==> src/rtl/dm_arbiter.sv <==
// dm_arbiter: round-robin arbiter sharing one single-port data memory among N_CORES cores.
// Define DM_ARB_HOST_PRIO_EN to give core 0 (host/loader) absolute priority in IDLE.
module dm_arbiter #(
  parameter int N_CORES = 4,
  parameter int ADDR_W  = 12,
  parameter int DATA_W  = 12,
  parameter int RD_LAT  = 1
) (
  input  logic                      clk,
  input  logic                      rst,
  input  logic [N_CORES-1:0]        req,
  input  logic [N_CORES-1:0]        we,
  input  logic [N_CORES*ADDR_W-1:0] addr,
  input  logic [N_CORES*DATA_W-1:0] wdata,
  output logic [N_CORES-1:0]        ack,
  output logic [DATA_W-1:0]         rdata,
  output logic                      mem_en,
  output logic                      mem_we,
  output logic [ADDR_W-1:0]         mem_addr,
  output logic [DATA_W-1:0]         mem_wdata,
  input  logic [DATA_W-1:0]         mem_rdata,
  output logic                      busy
);
  localparam int SW = N_CORES > 1 ? $clog2(N_CORES) : 1;
  localparam int CW = RD_LAT > 1 ? $clog2(RD_LAT) : 1;
  localparam logic [1:0] IDLE = 2'd0, ISSUE = 2'd1, WAIT = 2'd2, ACK = 2'd3;
  logic [1:0]         r_state;
  logic [SW-1:0]      r_sel, r_rr_ptr, w_pick;
  logic [SW:0]        w_idx;
  logic [CW-1:0]      r_wait_cnt;
  logic               r_we_q;
  logic [DATA_W-1:0]  r_rdata;
  logic [N_CORES-1:0] w_req;
  // Descending scan so the request closest to rr_ptr is written last and wins.
  always_comb begin
`ifdef DM_ARB_HOST_PRIO_EN
    w_req = req & {{(N_CORES-1){1'b1}}, 1'b0};
`else
    w_req = req;
`endif
    w_pick = '0;
    w_idx = '0;
    for (int i = N_CORES - 1; i >= 0; i--) begin
      w_idx = {1'b0, r_rr_ptr} + (SW+1)'(i);
      if (w_idx >= (SW+1)'(N_CORES)) w_idx = w_idx - (SW+1)'(N_CORES);
      if (w_req[w_idx[SW-1:0]]) w_pick = w_idx[SW-1:0];
    end
`ifdef DM_ARB_HOST_PRIO_EN
    if (req[0]) w_pick = '0;
`endif
  end
  always_ff @(posedge clk) begin
    if (rst) begin
      r_state    <= IDLE;
      r_sel      <= '0;
      r_rr_ptr   <= '0;
      r_wait_cnt <= '0;
      r_we_q     <= 1'b0;
      r_rdata    <= '0;
    end else begin
      case (r_state)
        IDLE: if (|req) begin
          r_sel   <= w_pick;
          r_we_q  <= we[w_pick];
          r_state <= ISSUE;
        end
        ISSUE: begin
          r_wait_cnt <= CW'(RD_LAT - 1);
          r_state    <= r_we_q ? ACK : WAIT;
        end
        WAIT: if (r_wait_cnt == '0) begin
          r_rdata <= mem_rdata;
          r_state <= ACK;
        end else begin
          r_wait_cnt <= r_wait_cnt - 1'b1;
        end
        default: begin
`ifdef DM_ARB_HOST_PRIO_EN
          if (r_sel != '0)
`endif
          r_rr_ptr <= r_sel == SW'(N_CORES - 1) ? '0 : r_sel + 1'b1;
          r_state  <= IDLE;
        end
      endcase
    end
  end
  assign busy      = !rst && r_state != IDLE;
  assign mem_en    = !rst && r_state == ISSUE;
  assign mem_we    = mem_en && r_we_q;
  assign mem_addr  = addr[r_sel*ADDR_W +: ADDR_W];
  assign mem_wdata = wdata[r_sel*DATA_W +: DATA_W];
  assign ack       = (!rst && r_state == ACK) ? N_CORES'(1) << r_sel : '0;
  assign rdata     = r_rdata;
endmodule

==> config.mk <==
export PLATFORM = sky130hd
export DESIGN_NAME = dm_arbiter
export DESIGN_NICKNAME = d
export VERILOG_FILES = /design/src/rtl/dm_arbiter.sv
export SDC_FILE = /design/constraint.sdc
export NUM_CORES = 1
export LEC_CHECK = 0
export BUFFER_PORTS_ARGS = -buffer_cell sky130_fd_sc_hd__buf_2
export CORE_AREA = 3 3 74 76
export DETAILED_ROUTE_END_ITERATION = 8
export DIE_AREA = 0 0 77 79
export PLACE_DENSITY = 0.77
export SLEW_MARGIN = 20
export SYNTH_ARGS = -nofsm -noshare
export SYNTH_HDL_FRONTEND = slang
export SYNTH_SLANG_ARGS = --single-unit
export TNS_END_PERCENT = 5
==> constraint.sdc <==
create_clock -name clk -period 1.26 [get_ports clk]
set_input_delay 0.189 -clock clk [delete_from_list [all_inputs] [get_ports clk]]
set_output_delay 0.189 -clock clk [all_outputs]
set_load 0.01 [all_outputs]
* Yosys cells after proc, flatten, opt, wreduce, memory -nomap -nowiden
Index checks and enable logic that the tools add are counted.
Word-level totals: bits in read-only memories 0, bits of input ports 118, flip-flop bits (word level) 20, memory bits (writable) 0, output and inout bits 43, memories kept 0, logic and storage cells 74, bits in latches 0
Operators by class: equality and inequality tests 6, bitwise gates (word level) 1, reduce and logical (&&, ||, !) cells 13, $mul 1, divide/modulo/power cells 0, shifts and indexed selects 3, add/subtract/negate cells 9, order comparisons 9, mux-type cells 26
Operators by type and width (count):
- $shiftx A48 B7 Y12 | 2
- $mux W2 | 11
- $lt A2 B3 Y1 const B | 5
- $bmux W1 S2 | 5
- $ge A3 B3 Y1 const B | 3
- $sub A2 B1 Y2 const B | 4
- $mux W1 | 7
- $add A2 B2 Y3 const B | 2
- $eq A2 B2 Y1 const B | 3
- $pmux W2 S3 | 1
- $reduce_and A2 Y1 | 3
- $logic_and A1 B1 Y1 | 4
- $mul A2 B2 Y4 const B | 1
- $mux W4 | 1
- $ne A2 B2 Y1 const B | 2
- $reduce_bool A2 Y1 | 2
- $reduce_or A4 Y1 | 1
- $shl A1 B2 Y4 const A | 1
- $add A2 B1 Y3 const B | 1
- $ge A2 B3 Y1 const B | 1
- $reduce_or A3 Y1 | 1
- $add A2 B1 Y2 const B | 1
- $eq A2 B1 Y1 const B | 1
- $logic_not A2 Y1 | 1
- 4 further kinds | 4

* Logic depth before layout (Yosys ltp)
Gate-level depths: netlist (run 1).
word-level depth 11, depth in mapped cells 7, gate-level depth less buffers 6

* Worst setup path before layout (run 1)
OpenSTA, ideal clock, no wires.
path kind register -> output, from register r_sel[0], to output mem_addr[0], cell stages (with the launch flop) 4, required time 1071 ps, arrival time 1261 ps, slack -190 ps, buffers on the path 2, cell sequence dfxtp_1 buf_4 buf_6 mux4_2
Between the ends: word-level cells in the longest chain between the ends 2
RTL lines:
- start, declared | line 28 | logic [SW-1:0] r_sel, r_rr_ptr, w_pick;
- start signal, assigned | line 63 | r_sel <= w_pick;
- $mul A2 B2 Y4 | line 90 | assign mem_addr = addr[r_sel*ADDR_W +: ADDR_W];
- $shiftx A48 B7 Y12 | line 90
- end, declared | line 19 | output logic [ADDR_W-1:0] mem_addr,
Every way passes these cells.

* Worst setup path in the final report (run 1)
from register r_sel[0], to output mem_addr[10]
The elaborated chain is that of the path after synthesis.

==> flow_results.org, run 1 <==
** Run status
- Status :: complete, but fails checks
- The final reports fail on setup timing.

** Critical path
- For this design, the slowest cell found on the critical path is sky130_fd_sc_hd__mux4_2.
- STA classifies the critical path startpoint as a flop.
- Category of cells accounting for the largest share of critical-path delay :: multiplexers
- Number of buffer and inverter stages on the critical path :: 2
- Of all nets on the critical path, the largest fanout is 12.
- Data on the critical path arrives at its endpoint at 1.48 ns.
- Walking the worst path, the cells encountered are buf_12 -> mux4_2 -> buf_2.
- Internal reg-to-reg setup slack :: -0.06 ns
- Required @ worst endpoint :: 1.07 ns
- Kind of critical path :: reg -> out
- Stage delay of the slowest cell on the critical path :: 0.50 ns
- The worst setup path is captured at a primary output.

** Die
- The initial utilization of the core area, before any placement, comes to 0.3271.
- Number of ports placed on the die boundary :: 161
- Number of placement rows :: 25
- CORE AREA :: 0.004786 mm²
- Horiz. Die Dim :: 77 µm
- Full die area :: 0.006083 mm²
- Die span in y :: 79 µm

** Drt
- Number of vias in the routed layout :: 1777
- Met2 WL :: 3.264 mm
- Met1 routed wirelength after detailed routing :: 2.114 mm
- Via-per-instance ratio :: 4.790
- Routed signal wires occupy layers up through met4.
- In the final routed layout, each cell accounts on average for 15.84 µm.
- Wirelength, routed :: 5.877 mm
- DRC Markers :: 0
- The count of nets left with antenna violations once routing finished came out at 0.
- Wire segments on met3 add up to 469 µm in the final route.
- Initial DRC Count :: 45
- For this run, the detailed router's first-pass iteration total came to 4.

** Global routing
- Entering global routing, the biggest net connects 26 pins.
- Total routing resource utilization after global routing :: 0.1797
- Antenna violations before repair :: 0
- Global-route wire length before repair :: 8.804 mm
- The total overflow left after global routing is 0.
- Via count of the first global-routing pass :: 1861

** Yosys
- Library cells used by synthesis :: 26
- Counting flops with an async set or reset pin after synthesis yields a share of 0.
- Main area contributors after synthesis :: sky130_fd_sc_hd__mux4_2 35%, sky130_fd_sc_hd__dfxtp_1 24%, sky130_fd_sc_hd__mux2i_1 12%
- Flip-flop cell with the highest count after synthesis :: sky130_fd_sc_hd__dfxtp_1
- The biggest area contributor in the post-synthesis netlist is sky130_fd_sc_hd__mux4_2.
- Number of standard cells after synthesis :: 136
- Post-synthesis instance area :: 0.001565 mm²
- Most frequent cells after synthesis :: 24 x sky130_fd_sc_hd__mux4_2, 20 x sky130_fd_sc_hd__nor2_1, 19 x sky130_fd_sc_hd__dfxtp_1
- Most common cell in the synthesized netlist :: sky130_fd_sc_hd__mux4_2
- #FFs+latches synth :: 19
- Share of the yosys chip area belonging to registers :: 0.2430
- Synth Net Count :: 262
- Synth top area share :: 0.3453
- During synthesis, Yosys emitted a total of 0 warnings.
- Mean post-synth cell area :: 11.51 µm²
- Number of synthesized flops with an enable pin :: 0

** STA
- In the post-route analysis, the smallest setup slack over all paths is -0.4088 ns.
- Setup repair after global routing could not meet its margin everywhere.
- Final critical-path required period :: 1.669 ns
- Period utilization :: 1.324
- Setup violations remaining at the end of the flow were counted as 32.
- Worst hold margin :: 0.1741 ns
- Final Hold Viols :: 0
- Fin. max-slew vios :: 0
- Timing would allow up to 599.2 MHz.
- At the pin with the least slew margin, the transition time is 0.2784 ns.
- Relative max-transition margin :: 0.8129
- Clock tree skew after final layout :: 0.002399 ns

** Finish
- Summing all flip-flop and latch instances after layout gives 391.6 µm².
- Nets :: 431
- Filler cell count in the final layout :: 421
- Layout cells sized above 1 :: 0.7500
- Once layout is complete, the cells apart from fillers number 371.
- Compared with the post-synthesis result, the final layout area differs by 77.78%.
- The number of antenna diodes in the final layout is 0.
- Area taken by multi-input logic gates :: 0.001167 mm²

** Placed design
- Pre-CTS worst setup slack :: -0.1747 ns
- Detailed placement ended at an HPWL of 4.762 mm.
- In this run, placement finished with an instance count of 366.
- Final weighted congestion in routability-driven placement :: 0.7143
- Port bufs :: 160

** Clocking
- After clock tree synthesis, the clock-pin slew on the worst setup and hold paths is 0.07 ns.
- Clock tree synthesis selected as its root buffer the cell sky130_fd_sc_hd__clkbuf_8.
- TritonCTS built the clock tree.
- CTS built an H-tree with a depth of 1.
- The longest clock path from root to sink contains 2 buffers.
- Number of buffers created by CTS :: 3
- After clock tree synthesis, the flow added hold-fix buffers numbering 0.
- Clk Latency, worst-skew pair :: 0.25 ns
- For this design, the sink count on the clock tree is 19.

** Job
- The tool flagged a number of max-cap violations equal to 0.

** Power
- In this run the static leakage power is 1.315 nW.
- Across the VDD grid, the largest voltage drop is 0.0008344 V.
- Overall power after layout :: 3.678 mW
- Power spread over the standard cell area amounts to 1322 mW/mm².

** Worst hold path
- Class of the most critical hold timing path :: in -> reg
-- layer usage --
metal	vias to the layer above	GRT usage
met5	-	0
li1	844	-
met4	0	0.03737
met1	836	0.1880
met3	4	0.04308
met2	93	0.3615
-- worst register-to-register path, cell delays in order, from the launching register on --
cell	delay (ns)
sky130_fd_sc_hd__dfxtp_1	0.36
sky130_fd_sc_hd__nand2b_1	0.14
sky130_fd_sc_hd__a21oi_1	0.08
sky130_fd_sc_hd__a21oi_2	0.21
sky130_fd_sc_hd__mux2i_1	0.29
sky130_fd_sc_hd__o221ai_2	0.13
-- path summary, 6_finish.rpt --
kind,end,cells after the start,startpoint
worst max-delay path,mem_addr[10],3,r_sel[0]
worst min-delay path,rdata[8],3,mem_rdata[8]
worst max register to register,r_we_q,5,r_rr_ptr[0]
worst min register to register,rdata[6],2,rdata[6]
-- layout make-up --
| class | instances | area share |
|---|---|---|
| well taps | 67 | 0.03013 |
| inverters | 7 | 0.01034 |
| multi-input cells | 100 | 0.4195 |
| repair buffers | 174 | 0.3826 |
| clock inverters | 1 | 0.001799 |
| clock buffers | 3 | 0.01484 |
| flip-flops and latches | 19 | 0.1407 |
-- stage by stage --
stage | utilization | area, µm² | setup TNS (ns)
6_report | 0.5814 | 2783 | -10.74
5_1_grt | 0.5814 | 2783 | -12.77
4_1_cts | 0.5545 | 2654 | -11.38
3_5_place_dp | 0.5276 | 2525 | -3.969
3_3_place_gp | 0.5276 | 2525 | -3.702
2_1_floorplan | - | 1587 | -2.554
-- kinds of logic after synthesis --
| family | synth area share |
|---|---|
| fa+ha+maj | 0.06395 |
| flops | 0.2430 |
| simple gates | 0.1223 |
| buf+inv | 0.05596 |
| compound gates | 0.05435 |
| mux | 0.4604 |
-- sequential cells by signal, summed over array words and instances, names as in the netlist --
signal    count
rdata        12
r_state       2
r_rr_ptr      2
r_sel         2
r_we_q        1
-- power breakdown --
part	switching, mW	internal (mW)	total (mW)
Clock	0.201	0.219	0.420
Sequential	0.119	0.767	0.887
Combinational	1.03	1.34	2.37
-- what timing repair did --
item,4_1_cts,5_1_grt
gates cloned,1,0
pin swaps,1,1
setup buffers,0,0
endpoints found under the setup margin,35,47
gates resized for setup,20,23
hold endpoints to repair,0,0
-- placed cells by master, fill, tap and decap left out, types with 2 or more instances in the layout --
cell	n
sky130_fd_sc_hd__a21oi_2	2
sky130_fd_sc_hd__and2_4	3
sky130_fd_sc_hd__ha_4	2
sky130_fd_sc_hd__buf_2	145
sky130_fd_sc_hd__inv_2	2
sky130_fd_sc_hd__dfxtp_2	3
sky130_fd_sc_hd__mux2i_1	18
sky130_fd_sc_hd__inv_1	4
sky130_fd_sc_hd__mux4_2	24
sky130_fd_sc_hd__dfxtp_4	2
sky130_fd_sc_hd__nor2_1	20
sky130_fd_sc_hd__buf_12	3
sky130_fd_sc_hd__nand2b_1	3
sky130_fd_sc_hd__buf_6	15
sky130_fd_sc_hd__clkbuf_8	3
sky130_fd_sc_hd__buf_4	9
sky130_fd_sc_hd__a21oi_1	4
sky130_fd_sc_hd__nand2_1	4
sky130_fd_sc_hd__ha_2	5
sky130_fd_sc_hd__and2_1	2
sky130_fd_sc_hd__nand3_1	2
sky130_fd_sc_hd__dfxtp_1	14
(Power assumes the default switching activity.)
==> inputs of run 2 (changes only) <==
ABC_CLOCK_PERIOD_IN_PS = 1260   (was default)
CORE_AREA = 3 3 77 79   (was 3 3 74 76)
DIE_AREA = 0 0 80 82   (was 0 0 77 79)
PLACE_DENSITY = 0.72   (was 0.77)
==> run 2 against run 1 <==
Compared with the run above:
- clock power barely moved
- setup slack better by 0.020 ns
- worst hold slack lost 0.0042 ns
- critical path depth unchanged
- global-route usage decreased by 3.4 points
- final cell count rose by 2.4%
- critical path type unchanged
- register-to-register slack improved by 0.02 ns
- fmax rose by 1.2%
- power rose by 0.49%
- clock skew decreased by 0.0020 ns
- the run still ends with setup timing left
==> flow_results.org, run 2 (synthesis results as in run 1) <==
** Clocking
- The quantity of hold-fixing buffers added after cts is 0 (unchanged).
- TritonCTS clock tree :: done
- The total clock buffers created by CTS is 3 (unchanged).
- Clk Latency, worst-skew pair :: 0.25 ns (about the same)
- Bufs on Longest Clock Path :: 2 (unchanged)
- Number of clock sinks seen by CTS :: 19 (unchanged)
- The clock transition at the register clock pins on the worst setup and hold paths after CTS is 0.07 ns (about the same).
- The H-tree depth was 1 (unchanged).
- Buffer cell driving the clock tree root :: sky130_fd_sc_hd__clkbuf_8

** Power
- The total power density per cell area came to 1321 mW/mm² (about the same).
- The reported leakage power is 1.336 nW (+1.6%).
- The final total power is 3.696 mW (+0.49%).
- Worst vdd ir :: 0.0007713 V (-7.6%)

** STA
- Setup repair after global routing could not meet its margin everywhere.
- Relative max-transition margin :: 0.7986 (-0.01422)
- Tightest Pin Transition :: 0.2995 ns (+0.02116 ns)
- The worst slack on hold paths came to 0.1698 ns (-0.004249 ns).
- The final count of pins violating max slew came to 0 (unchanged).
- Maximum operating frequency :: 606.6 MHz (+1.2%)
- The setup TNS was -10.44 ns (+0.2965 ns).
- Period utilization :: 1.308 (-0.01605)
- Final setup fails :: 33 (+3.1%)
- The minimum clock period after layout came to 1.649 ns (-0.02022 ns).
- Least setup slack across all paths after layout :: -0.3886 ns (+0.02022 ns)
- The final setup skew is 0.0004357 ns (-0.001964 ns).
- Final Hold Viols :: 0 (unchanged)

** Critical path
- Internal reg-to-reg setup slack :: -0.04 ns (+0.02 ns)
- The critical path starts at r_sel[0].
- Maximum fanout along the worst path :: 8 (-4)
- Startpoint type of the worst setup path :: flop
- STA classifies the critical path endpoint as a primary output.
- The worst register-to-register path begins at r_rr_ptr[1].
- Worst setup endpoint :: mem_addr[2]
- Length in cells of the worst reg-to-reg path :: 5 (unchanged)
- The data arrival time at the worst-slack endpoint came to 1.46 ns (-0.02 ns).
- Kind of critical path :: reg -> out
- The endpoint required time on the critical path was 1.07 ns (about the same).
- The endpoint identified for the worst register-to-register timing path is r_we_q.

** Run status
- Failing checks :: setup timing
- The flow ran to the end, but the final reports show violations.

** Die
- The area of the die came to 0.006560 mm² (+7.8%).
- The horizontal die dimension was 80 µm (+3.9%).
- The core box area was 0.005405 mm² (+13%).
- Die span in y :: 82 µm (+3.8%)
- The row count was 27 (+8.0%).
- The initial core utilization is 0.2896 (-0.03748).
- The number of top-level design ports was 161 (unchanged).

** Placed design
- Detail Placement HPWL :: 4.477 mm (-6.0%)
- Port bufs :: 160 (unchanged)
- The placed standard-cell area came to 0.002554 mm² (+1.1%).
- The cell count after placement came to 374 (+2.2%).
- Final weighted congestion in routability-driven placement :: 0.7111 (-0.45%)

** Finish
- Layout cells sized above 1 :: 0.7305 (-0.01948)
- Area growth from synthesis to layout :: 78.82%
- Most frequent cells in the layout :: 146 x sky130_fd_sc_hd__buf_2, 24 x sky130_fd_sc_hd__mux4_2, 19 x sky130_fd_sc_hd__nor2_1
- The number of non-filler instances in the completed layout came to 380 (+2.4%).
- The antenna diode instance count is 0 (unchanged).
- The area of the multi-input gates came to 0.001154 mm² (-1.2%).
- The post-layout net count came to 435 (+0.93%).
- Leaving out fill and tap cells, the most frequent cell in the layout is sky130_fd_sc_hd__buf_2.
- The area used by sequential logic in the layout was 389.1 µm² (-0.64%).
- The cell area after layout was 0.002799 mm² (+0.58%).
- Filler cell count in the final layout :: 511 (+21%)
- Number of flip-flops under the largest register name :: 12 (unchanged)

** Drt
- Wirelength, routed :: 5.313 mm (-9.6%)
- The DRC marker count from the first detailed-route iteration is 19 (-58%).
- The count of unresolved DRC violations after routing came to 0 (unchanged).
- Via-per-instance ratio :: 4.605 (-3.9%)
- The number of routed nets with antenna violations was 0 (unchanged).
- The final routed wire length divided by cell count came to 13.98 µm (-12%).
- Total iterations of the first detailed-routing run :: 4 (unchanged)
- Number of vias in the routed layout :: 1750 (-1.5%)

** Global routing
- The largest net degree at the start of global routing was 29 (+12%).
- The initial antenna violation count is 0 (unchanged).
- Total grt overflow :: 0 (unchanged)
- Total routing resource utilization after global routing :: 0.1452 (-0.03449)
- The first-pass GRT wire length is 7.590 mm (-14%).
- Via count of the first global-routing pass :: 1680 (-9.7%)

** Worst hold path
- In this run the worst hold path is classified as in -> reg.

** Job
- The max-capacitance violation count is 0 (unchanged).
==> run 2: cell count changes in the layout (fill, tap and decap cells not counted), sizes merged <==
cell and change:
buf +3, clkbuf +2, clkinv -1
==> run 2: critical path, stage by stage (launching register included) <==
cell	delay (ns)
sky130_fd_sc_hd__dfxtp_4	0.39
sky130_fd_sc_hd__clkbuf_16	0.17
sky130_fd_sc_hd__mux4_2	0.51
sky130_fd_sc_hd__buf_6	0.14
==> run 2: report_power, final <==
group / total [mW] / switching [mW] / internal (mW)
Combinational: 2.41 / 1.02 / 1.38
Clock: 0.422 / 0.198 / 0.225
Sequential: 0.868 / 0.108 / 0.760
==> run 2: layout make-up <==
| type | count | area share |
|---|---|---|
| clock buffers | 4 | 0.01609 |
| inverters | 7 | 0.01118 |
| multi-input cells | 100 | 0.4122 |
| flip-flops and latches | 19 | 0.1390 |
| well taps | 72 | 0.03219 |
| repair buffers | 178 | 0.3894 |
==> run 2: worst min path at each step <==
stage                        startpoint        end  slack [ns]  cells past startpoint
after floorplan           mem_rdata[11]  rdata[11]        0.34                      2
after CTS                  mem_rdata[3]   rdata[3]        0.16                      3
after global placement     mem_rdata[3]   rdata[3]        0.42                      3
after detailed placement   mem_rdata[4]   rdata[4]        0.44                      3
after global routing       mem_rdata[3]   rdata[3]        0.17                      3
final                     mem_rdata[11]  rdata[11]        0.17                      3
==> run 2: stage by stage <==
step           utilization  worst slack [ns]
2_1_floorplan            -           -0.1001
6_report            0.5178           -0.3886
3_3_place_gp        0.4725           -0.1461
3_5_place_dp        0.4725           -0.1517
4_1_cts             0.4981           -0.4342
5_1_grt             0.5178           -0.4506
==> run 2: repair_timing <==
item,CTS,global route
gates resized for setup,20,15
pin swaps,1,0
setup endpoints to repair,33,43
buffers inserted,1,0
cloned,0,1
==> run 2: routing by layer <==
metal / GRT usage / up-vias / share of wire
li1: - / 853 / -
met1: 0.1644 / 814 / 0.34
met2: 0.2798 / 81 / 0.56
met3: 0.02632 / 2 / 0.095
met4: 0.03547 / 0 / 0.0040
met5: 0 / - / 0
==> inputs of run 3 (changes only) <==
BUFFER_PORTS_ARGS = default   (was -buffer_cell sky130_fd_sc_hd__buf_2)
DONT_BUFFER_PORTS = 1   (was default)
PLACE_DENSITY = 0.45   (was 0.72)
==> run 3 against run 2 <==
Compared with the run above:
- the flow still finishes with violations (setup timing)
- sequential cell count is the same
- power shrank 15%
- sequential power grew 8.6%
- global-route usage shrank 0.063 points
- via count shrank 31%
- core utilization shrank 16 points
- die area is the same
- first-iteration DRC count grew 53%
- final cell count shrank 41%
- fmax grew 5.1%
- routed wire length is essentially flat
- register-to-register slack lost 0.02 ns
- critical endpoint is now mem_wdata[8]
- largest cell class unchanged
==> flow_results.org, run 3 (synthesis results as in run 1) <==
** Run status
- The flow ran to the end, but the final reports show violations.
- The final reports fail on setup timing.

** Clocking
- In this run the clock root is driven by a sky130_fd_sc_hd__clkbuf_8.
- Number of buffers created by CTS :: 3 (unchanged)
- The insertion delay of the later-clocked pin in the worst-skew pair was 0.25 ns (about the same).
- Number of clock sinks seen by CTS :: 19 (unchanged)
- Bufs on Longest Clock Path :: 2 (unchanged)
- The clock transition at the register clock pins on the worst setup and hold paths after CTS came to 0.07 ns (about the same).
- TritonCTS clock tree :: done
- The H-tree depth is 1 (unchanged).

** STA
- The minimum clock period after layout is 1.568 ns (-0.08014 ns).
- Fin. max-slew vios :: 0 (unchanged)
- The top achievable clock speed was 637.6 MHz (+5.1%).
- Setup repair after global routing missed its margin :: true
- Clock tree skew after final layout :: 0.001842 ns (+0.001406 ns)
- The headroom to the max-slew limit is 0.6031 (-0.1956).
- Tightest Pin Transition :: 0.5934 ns (+0.2939 ns)
- Final setup fails :: 31 (-6.1%)
- The share of the clock period used by the worst path came to 1.245 (-0.06360).
- The number of endpoints with negative hold slack in the final report is 0 (unchanged).
- The worst slack on hold paths was 0.08428 ns (-0.08553 ns).
- The smallest setup slack after layout is -0.3085 ns (+0.08014 ns).

** Power
- Relative contribution of the clock network to total power :: 0.131 (+0.017)
- The total power density per cell area was 1614 mW/mm² (+22%).
- Portion of total power attributed to sequential cells :: 0.299 (+0.064)
- The peak supply drop came to 0.0009390 V (+22%).
- Leak Pwr :: 0.6625 nW (-50%)
- Combinational cell fraction of total power :: 0.570 (-0.081)
- The switching portion of total power came to 0.3814 (+0.02183).
- Internal power :: 1.952 mW (-18%)
- The net switching component of the power came to 1.204 mW (-9.4%).

** Critical path
- Internal reg-to-reg setup slack :: -0.06 ns (-0.02 ns)
- The endpoint required time on the critical path is 1.07 ns (about the same).
- STA classifies the critical path startpoint as a flop.
- The maximum single-stage delay on the critical path came to 0.56 ns (+0.05 ns).
- Critical Path Sink Type :: primary output
- The data arrival time at the worst-slack endpoint came to 1.38 ns (-0.08 ns).
- The top fanout value on the critical path was 9 (+1).
- Reg-to-Reg Start :: r_rr_ptr[1]
- Capture point of the worst reg-to-reg path :: r_we_q
- The largest individual stage delay along the critical path comes from the cell sky130_fd_sc_hd__mux4_2.
- The number of cell instances on the worst register-to-register path came to 5 (unchanged).
- The critical path goes through buf_12 -> mux4_2.
- The worst setup path is of the reg -> out kind.

** Drt
- DRC Markers :: 0 (unchanged)
- Initial DRC Count :: 29 (+10)
- The routed via count divided by cell count was 5.411 (+17%).
- Number of nets still failing antenna checks after routing :: 0 (unchanged)
- Wire length per cell :: 23.70 µm (+69%)
- Total iterations of the first detailed-routing run :: 6 (+2)
- The via count was 1212 (-31%).
- Wirelength, routed :: 5.308 mm (about the same)

** Die
- The row count was 27 (unchanged).
- The number of top-level design ports is 161 (unchanged).
- Die span in y :: 82 µm (unchanged)
- The horizontal die dimension came to 80 µm (unchanged).
- Starting utilization of the core area :: 0.2896 (unchanged)
- The core box area is 0.005405 mm² (unchanged).
- The area of the die came to 0.006560 mm² (unchanged).

** Finish
- Most frequent cells in the layout :: 24 x sky130_fd_sc_hd__mux4_2, 19 x sky130_fd_sc_hd__nor2_1, 18 x sky130_fd_sc_hd__mux2i_1
- Final standard cell count with taps included and fillers excluded :: 224 (-41%)
- Area taken by multi-input logic gates :: 0.001176 mm² (+2.0%)
- The cell area after layout was 0.001956 mm² (-30%).
- Register area :: 391.6 µm² (+0.64%)
- Number of flip-flops under the largest register name :: 12 (unchanged)
- Most frequent standard cell in the layout excluding fill and tap cells :: sky130_fd_sc_hd__mux4_2
- Area growth from synthesis to layout :: 24.94%
- Layout cells sized above 1 :: 0.4867 (-0.2439)
- The number of filler cells placed in the layout is 553 (+8.2%).
- The post-layout net count came to 277 (-36%).

** Placed design
- The detailed placement HPWL is 4.448 mm (-0.65%).
- Total placed cells including tap cells :: 213 (-43%)
- DP Area :: 0.001733 mm² (-32%)
- Final weighted congestion in routability-driven placement :: 0.8010 (+13%)
- The count of port buffers added during placement came to 0 (-100%).
- Pre-CTS worst setup slack :: -0.07422 ns (+0.07751 ns)

** Global routing
- The number of global-route vias before repair is 1322 (-21%).
- Pin count of the biggest net entering global routing :: 17 (-41%)
- Total routing resource utilization after global routing :: 0.1446 (-0.0006346)
- The total grt overflow was 0 (unchanged).
- The first-pass GRT wire length is 7.093 mm (-6.5%).
- Antenna violations before repair :: 2 (+2)

** Worst hold path
- Cell depth of the worst min-delay path :: 2 (-1)
- Sink of the worst hold path :: rdata[11]
- The min-delay analysis places its worst path in the category in -> reg.
- Startpoint of the lowest-slack hold path :: mem_rdata[11]

** Job
- Count of maximum capacitance violations :: 0 (unchanged)
run 3: power groups by stage:
stage,combinational (mW),sequential (mW),clock (mW)
global placement,1.57,0.914,0
finish,1.80,0.943,0.415
detailed placement,1.62,0.918,0
global route,1.96,0.970,0.468
CTS,1.76,0.935,0.437
floorplan,1.31,0.885,0
run 3: worst max path at each step:
stage | from | end | slack [ns] | cells after the start
2_1_floorplan | r_sel[0] | mem_addr[10] | -0.10 | 3
3_3_place_gp | r_sel[0] | mem_wdata[8] | -0.04 | 2
3_5_place_dp | r_rr_ptr[1] | r_we_q | -0.07 | 5
4_1_cts | r_sel[0] | mem_wdata[8] | -0.33 | 2
5_1_grt | r_sel[0] | mem_wdata[8] | -0.36 | 2
6_report | r_sel[0] | mem_wdata[8] | -0.31 | 2
run 3: final cells by class:
| type | count | share of cell area |
|---|---|---|
| multi-input cells | 100 | 0.6014 |
| flip-flops and latches | 19 | 0.2003 |
| repair buffers | 20 | 0.1113 |
| well taps | 72 | 0.04607 |
| clock buffers | 3 | 0.02111 |
| inverters | 7 | 0.01472 |
| clock inverters | 1 | 0.002559 |
| diodes | 2 | 0.002559 |
run 3: what timing repair did:
| action | in CTS | in global routing |
|---|---|---|
| hold buffers | 2 | 1 |
| resized for setup | 24 | 9 |
| gates cloned | 1 | 0 |
| endpoints found under the hold margin | 16 | 1 |
| pin swaps | 4 | 0 |
| endpoints found under the setup margin | 33 | 38 |
| buffers inserted | 1 | 0 |
run 3: metal layers:
layer  part of all wire  vias up  track usage
li1                   -      541            -
met5                  0        -            0
met1               0.32      585       0.1470
met2               0.58       80       0.2864
met4              0.012        0      0.06081
met3              0.083        6      0.02632
run 3: per-stage QoR:
step	total power, mW	utilization	setup TNS [ns]
finish	3.156	0.3618	-7.800
global route	3.398	0.3618	-9.724
CTS	3.129	0.3525	-8.539
floorplan	2.193	-	-2.554
detailed placement	2.540	0.3206	-0.9979
global placement	2.483	0.3206	-0.5508
run 3: critical path: cells and delay by family, from the launching register on:
kind / cells / cell delay (ns)
buf+inv: 1 / 0.15
flops: 1 / 0.41
mux: 1 / 0.56
